[src/rtl/stream_resize_pkg.sv]
// Shared definitions for the stream_upsize / stream_downsize width converters.
package stream_resize_pkg;

  typedef enum logic {
    IDLE = 1'b0,
    SEND = 1'b1
  } resize_state_t;

  // Bits needed to hold a keep count in the range 0..ratio.
  function automatic int unsigned keep_width(input int unsigned ratio);
    return $clog2(ratio) + 1;
  endfunction

endpackage

[src/rtl/stream_downsize.sv]
// Splits wide input beats of T_DATA_RATIO words into a narrow word stream, word 0 first.
// Define STREAM_DOWNSIZE_B2B_EN to load the next beat on the same edge the last word leaves.
module stream_downsize
  import stream_resize_pkg::*;
#(
  parameter int unsigned T_DATA_WIDTH = 32,
  parameter int unsigned T_DATA_RATIO = 4,
  parameter int unsigned T_KEEP_WIDTH = keep_width(T_DATA_RATIO)
) (
  input  logic                    clk,
  input  logic                    rst,
  input  logic [T_DATA_WIDTH-1:0] s_data_i [T_DATA_RATIO],
  input  logic [T_KEEP_WIDTH-1:0] s_keep_i,
  input  logic                    s_last_i,
  input  logic                    s_valid_i,
  output logic                    s_ready_o,
  output logic [T_DATA_WIDTH-1:0] m_data_o,
  output logic                    m_last_o,
  output logic                    m_valid_o,
  input  logic                    m_ready_i
);

  localparam int unsigned IDX_W = $clog2(T_DATA_RATIO);
  localparam logic [T_KEEP_WIDTH-1:0] RATIO_K = T_KEEP_WIDTH'(T_DATA_RATIO);
  localparam logic [T_KEEP_WIDTH-1:0] ONE_K = T_KEEP_WIDTH'(1);
  localparam logic [IDX_W-1:0] ONE_I = IDX_W'(1);

  resize_state_t           state;
  logic [T_DATA_WIDTH-1:0] buffer [T_DATA_RATIO];
  logic [IDX_W-1:0]        index;
  logic [IDX_W-1:0]        last_idx;
  logic                    last_flag;

  logic [T_KEEP_WIDTH-1:0] keep_clamped;
  logic                    keep_zero;
  logic                    at_end;
  logic                    s_xfer;
  logic                    m_xfer;

  always_comb begin
    keep_clamped = (s_keep_i > RATIO_K) ? RATIO_K : s_keep_i;
    keep_zero    = (keep_clamped == '0);
  end

  // last_idx holds k-1 so the end-of-beat test is a plain index compare.
  assign at_end = (index == last_idx);

`ifdef STREAM_DOWNSIZE_B2B_EN
  assign s_ready_o = !rst && ((state == IDLE) || (m_ready_i && at_end));
`else
  assign s_ready_o = !rst && (state == IDLE);
`endif

  assign m_valid_o = !rst && (state == SEND);
  assign m_data_o  = m_valid_o ? buffer[index] : '0;
  assign m_last_o  = m_valid_o && last_flag && at_end;

  assign s_xfer = s_valid_i && s_ready_o;
  assign m_xfer = m_valid_o && m_ready_i;

  always_ff @(posedge clk) begin
    if (rst) begin
      state     <= IDLE;
      index     <= '0;
      last_idx  <= '0;
      last_flag <= 1'b0;
      for (int i = 0; i < T_DATA_RATIO; i++) begin
        buffer[i] <= '0;
      end
    end else begin
      unique case (state)
        IDLE: begin
          // An empty beat is consumed here and its last flag dropped.
          if (s_xfer && !keep_zero) begin
            buffer    <= s_data_i;
            last_idx  <= IDX_W'(keep_clamped - ONE_K);
            last_flag <= s_last_i;
            index     <= '0;
            state     <= SEND;
          end
        end
        SEND: begin
          if (m_xfer) begin
            if (at_end) begin
              index <= '0;
              state <= IDLE;
              // Only reachable with back-to-back loading, where s_ready opens on the final word.
              if (s_xfer && !keep_zero) begin
                buffer    <= s_data_i;
                last_idx  <= IDX_W'(keep_clamped - ONE_K);
                last_flag <= s_last_i;
                state     <= SEND;
              end
            end else begin
              index <= index + ONE_I;
            end
          end
        end
        default: state <= IDLE;
      endcase
    end
  end

endmodule

[config.mk]
export PLATFORM = sky130hd
export DESIGN_NAME = stream_downsize
export DESIGN_NICKNAME = d
export VERILOG_FILES = /design/src/rtl/stream_resize_pkg.sv /design/src/rtl/stream_downsize.sv
export SDC_FILE = /design/constraint.sdc
export NUM_CORES = 1
export LEC_CHECK = 0
export BUFFER_PORTS_ARGS = -buffer_cell sky130_fd_sc_hd__clkbuf_2
export CAP_MARGIN = 20
export CORE_UTILIZATION = 45
export CTS_CLUSTER_SIZE = 24
export DETAILED_ROUTE_END_ITERATION = 12
export GPL_TIMING_DRIVEN = 1
export PLACE_DENSITY_LB_ADDON = 0.08
export SYNTH_ARGS = -nofsm -noshare
export SYNTH_HDL_FRONTEND = slang
export SYNTH_SLANG_ARGS = --single-unit
[constraint.sdc]
create_clock -name clk -period 2.7 [get_ports clk]
set_input_delay 0.135 -clock clk [delete_from_list [all_inputs] [get_ports clk]]
set_output_delay 0.135 -clock clk [all_outputs]
set_load 0.1 [all_outputs]
* After elaboration in Yosys (flattened, before gate mapping) *
Index checks and enable logic that the tools add are counted.

storage, ports and cells
  output and inout bits = 35
  register bits = 134

operators by class
  equality and inequality tests = 4
  magnitude comparators = 2
  bitwise operators = 2
  add/sub/neg operators = 2
  muxes and demuxes = 25
  reductions and logical operators = 12

operators with widths
  cell                   number
  $mux W128              3
  $pmux W128 S2          1
  $mux W32               3
  $bmux W32 S2           1
  $mux W2                6
  $pmux W2 S2            2
  $logic_and A1 B1 Y1    7
  $mux W1                6
  $ne A2 B1 Y1 const B   3
  $pmux W1 S2            2
  $reduce_and A2 Y1      2
  $ge A3 B3 Y1 const B   1
  $gt A3 B3 Y1 const B   1
  $logic_not A3 Y1       1
  $mux W3                1
  $not A2 Y3             1
  $add A2 B1 Y2 const B  1
  $eq A2 B2 Y1           1
  $logic_not A1 Y1       2
  $sub A2 B1 Y2 const B  1
  $not A1 Y1             1

* Logic depth before layout (Yosys ltp) *
  depth after elaboration = 9
  depth in mapped cells = 7

* Worst setup path after synthesis *
OpenSTA, ideal clock, no wires.

  kind = reg2out
  start point = register index[0]
  end point = output port m_last_o
  slack = -0.244 ns
  buffers on the path = 2
  data required time = 2.565 ns
  arrival = 2.809 ns
  stages on the path, launching flop included = 5
  cell sequence = dfxtp_1 -> buf_6 -> buf_12 -> xor2_1 -> nor3_1

on the way
  word-level cells in the longest chain between the ends = 2

ends and longest elaborated chain
  item                    RTL line               RTL
  start, declared         stream_downsize.sv:30  logic [IDX_W-1:0] index;
  start signal, assigned  stream_downsize.sv:95  index <= index + ONE_I;
  $eq A2 B2 Y1            stream_downsize.sv:46  assign at_end = (index == last_idx);
  $logic_and A1 B1 Y1     stream_downsize.sv:56  assign m_last_o = m_valid_o && last_flag && at_end;
  end, declared           stream_downsize.sv:18  output logic m_last_o,

No other way between the ends.

* Worst setup path after layout *
  start point = register index[0]
  end point = output port m_data_o[14]

on the way
  word-level cells in the longest chain between the ends = 5

ends and longest elaborated chain
  item                                          RTL line               RTL
  $not A2 Y3 (not written as such)              stream_downsize.sv:55  assign m_data_o = m_valid_o ? buffer[index] : '0;
  $bmux W32 S2                                  stream_downsize.sv:55
  $mux W32 (not written as such) (2 in series)  stream_downsize.sv:55
  $mux W32                                      stream_downsize.sv:55
  end, declared                                 stream_downsize.sv:17  output logic [T_DATA_WIDTH-1:0] m_data_o,

No other way between the ends. The select of a mux whose other input is x is not followed.

==> flow_summary.yaml <==
yosys:
  syn_area_um2: 6750
  synth_most_common_cell: "dfxtp_1"
  yosys_register_bits: 134
  yosysTopAreaCellShare: 0.398
  synthFlopType: "dfxtp_1"
  yosys_warnings: 0
  synth_cells: 529
  synth_edf_count: 0
  synth_area_leader_cell: "dfxtp_1"
  synth.avg_cell_area_um2: 12.8
  synth_nets: 666
  yosys-top-cells-count: "134 x dfxtp_1, 132 x nor2b_1, 88 x mux2_4"
  synth.distinct_cells: 31
  async_flop_share: 0
  ys_top_cells_by_area: "dfxtp_1 40%, mux2_4 20%, nor2b_1 12%"
  yosysSeqAreaShare: 0.398
setup_path:
  slowest_stage: "mux4_1"
  crit_type: "reg2out"
  cpPeakStageDelay_ps: 620
  path_cells: "buf_4 -> mux4_1 -> and2_1 -> clkbuf_2"
  crit_family: "buffers and inverters"
  critPathArrivalTime_ps: 2230
  cp-start-kind: "flop"
  cp_data_required_time_ps: 2570
  cp-end-kind: "primary output"
  worst-path-buf-inv: 2
  critPathMaxFanout: 18
pwr:
  peakVddDrop_v: 0.000443
  p_leak_nw: 4.42
  power_density_nw_per_um2: 541
sta:
  final-hold-violation-count: 0
  setup_tns_ps: 0
  drv_slew: 0
  tightest_slew_ps: 919
  finalCritPeriodShare: 0.877
  whs_ps: 25.0
  slew_headroom: 0.387
  period_needed_ps: 2370
  fin_skew_ps: 5.40
  rsz0062_at_grt: "false"
  fmax_mhz: 422
  setup_viol: 0
cells_and_area:
  syn_to_final_growth_pct: 41.0
  final_layout_size_suffix_gt1_frac: 0.443
  fill_cells: 1111
  diodes: 0
  finalNetCount: 953
clock_tree:
  cts.sinks: 134
  insertion_delay_ps: 410
  clockBufferDepth: 2
  numCtsBuffers: 17
  root_buffer: "clkbuf_16"
  cts-htree-levels: 4
  cts_tree: "done"
  ctsResizeCount: 0
  clk_pin_slew_worst_paths_ps: 50
floorplanning:
  top_level_ports: 171
  start_util: 0.462
  dieWidth_um: 124
  fp.dieH_um: 124
  rows: 44
  fp.dieArea_um2: 15500
  core_area_um2: 14600
grt:
  grt.total_usage: 0.206
  grt_max_degree: 90
  grt_pass1_wl_mm: 25.4
  grt_pass1_vias: 5211
  grt_remaining_overflow: 0
  grt_antenna_before_repair: 0
status:
  outcome: "completed"
drt:
  drc_errors: 0
  first_pass_iters: 4
  initialDrtViolationCount: 256
  vias_per_cell: 4.80
  wl_per_cell_um: 15.3
  vias: 4850
  routed_wl_mm: 15.5
  ant_nets: 0
placement:
  gp_congestion: 0.754
  post-dp-hpwl_mm: 9.49
  port_buffers: 170
min_path:
  hold_class: "in2reg"
run:
  cap_violations: 0
[timing repair]
item / in CTS / in global routing
hold buffers: 129 / 0
setup buffers: 0 / 0
hold endpoints to repair: 129 / 0
[power breakdown]
group / internal (mW) / switching, mW / leakage (nW) / total (mW)
Sequential: 2.13 / 0.0685 / 1.10 / 2.20
Combinational: 0.527 / 0.322 / 3.06 / 0.849
Clock: 1.30 / 0.802 / 0.261 / 2.10
Total: 3.96 / 1.19 / 4.42 / 5.15
[per-stage QoR]
step | utilization | setup WS, ps | instances | area, um^2 | power, mW
after detailed placement | 0.527 | 685 | 852 | 7690 | 2.94
after global placement | 0.527 | 731 | 852 | 7690 | 2.92
final | 0.652 | 332 | 1011 | 9510 | 5.15
after CTS | 0.652 | 302 | 1011 | 9510 | 5.21
after global routing | 0.652 | 248 | 1011 | 9510 | 5.38
after floorplan | - | 582 | 529 | 6750 | 2.75
[area by class of cell]
cell class,instances,area [um^2],area share
flip-flops and latches,134,2690,0.282
well taps,184,230,0.0242
multi-input cells,351,3770,0.397
clock inverters,5,50.0,0.00526
inverters,3,11.3,0.00118
clock buffers,25,475,0.0500
repair buffers,309,2280,0.240
[worst register-to-register path, stage by stage, from the launching register on]
cell	delay, ps
dfxtp_1	410
nor2_4	80
nand3_4	340
buf_12	340
mux2_2	400
[layout by cell type (no fill, tap or decap), drive strengths merged, types with 2 or more instances in the layout]
cell         instances
and2                32
buf                 12
clkbuf             193
clkinv               4
dfxtp              134
dlygate4sd3        129
inv                  3
mux2               129
mux4                32
nand2                2
nand2b               3
nor2b              132
nor3                 3
o2111ai              2
o211ai               3
xor2                 2
[metal layers]
| layer | part of all wire | track usage | vias to the layer above | wire length, um |
|---|---|---|---|---|
| met4 | 0.0088 | 0.0524 | 0 | 136 |
| met1 | 0.44 | 0.250 | 2315 | 6800 |
| met3 | 0.043 | 0.0571 | 15 | 662 |
| met2 | 0.51 | 0.358 | 116 | 7860 |
| met5 | 0 | 0 | - | 0 |
| li1 | - | - | 2404 | - |
[state kept, by name, summed over array words and instances (netlist names)]
name	flops
last_idx	2
buffer	128
state	1
index	2
last_flag	1
[logic make-up after synthesis]
family | count (synthesis) | share of synthesized area
AO/OA/AOI/OAI | 10 | 0.0122
flip-flops | 134 | 0.398
AND/OR/NAND/NOR | 177 | 0.165
adder cells (fa/ha/maj) | 1 | 0.00185
buffers and inverters | 44 | 0.0456
multiplexers | 161 | 0.375
XOR/XNOR | 2 | 0.00260
[worst paths after layout]
| check | start | to | slack [ps] | cells past startpoint |
|---|---|---|---|---|
| max | index[0]$_SDFFE_PP0P_ | m_data_o[14] | 330 | 4 |
| min | m_ready_i | index[0]$_SDFFE_PP0P_ | 20 | 3 |
| max reg2reg | state$_SDFF_PP0_ | buffer[13]$_SDFFE_PP0P_ | 1030 | 4 |
| min reg2reg | last_idx[1]$_SDFFE_PP0P_ | last_idx[1]$_SDFFE_PP0P_ | 530 | 2 |
Power figures use the tool's default switching activity.
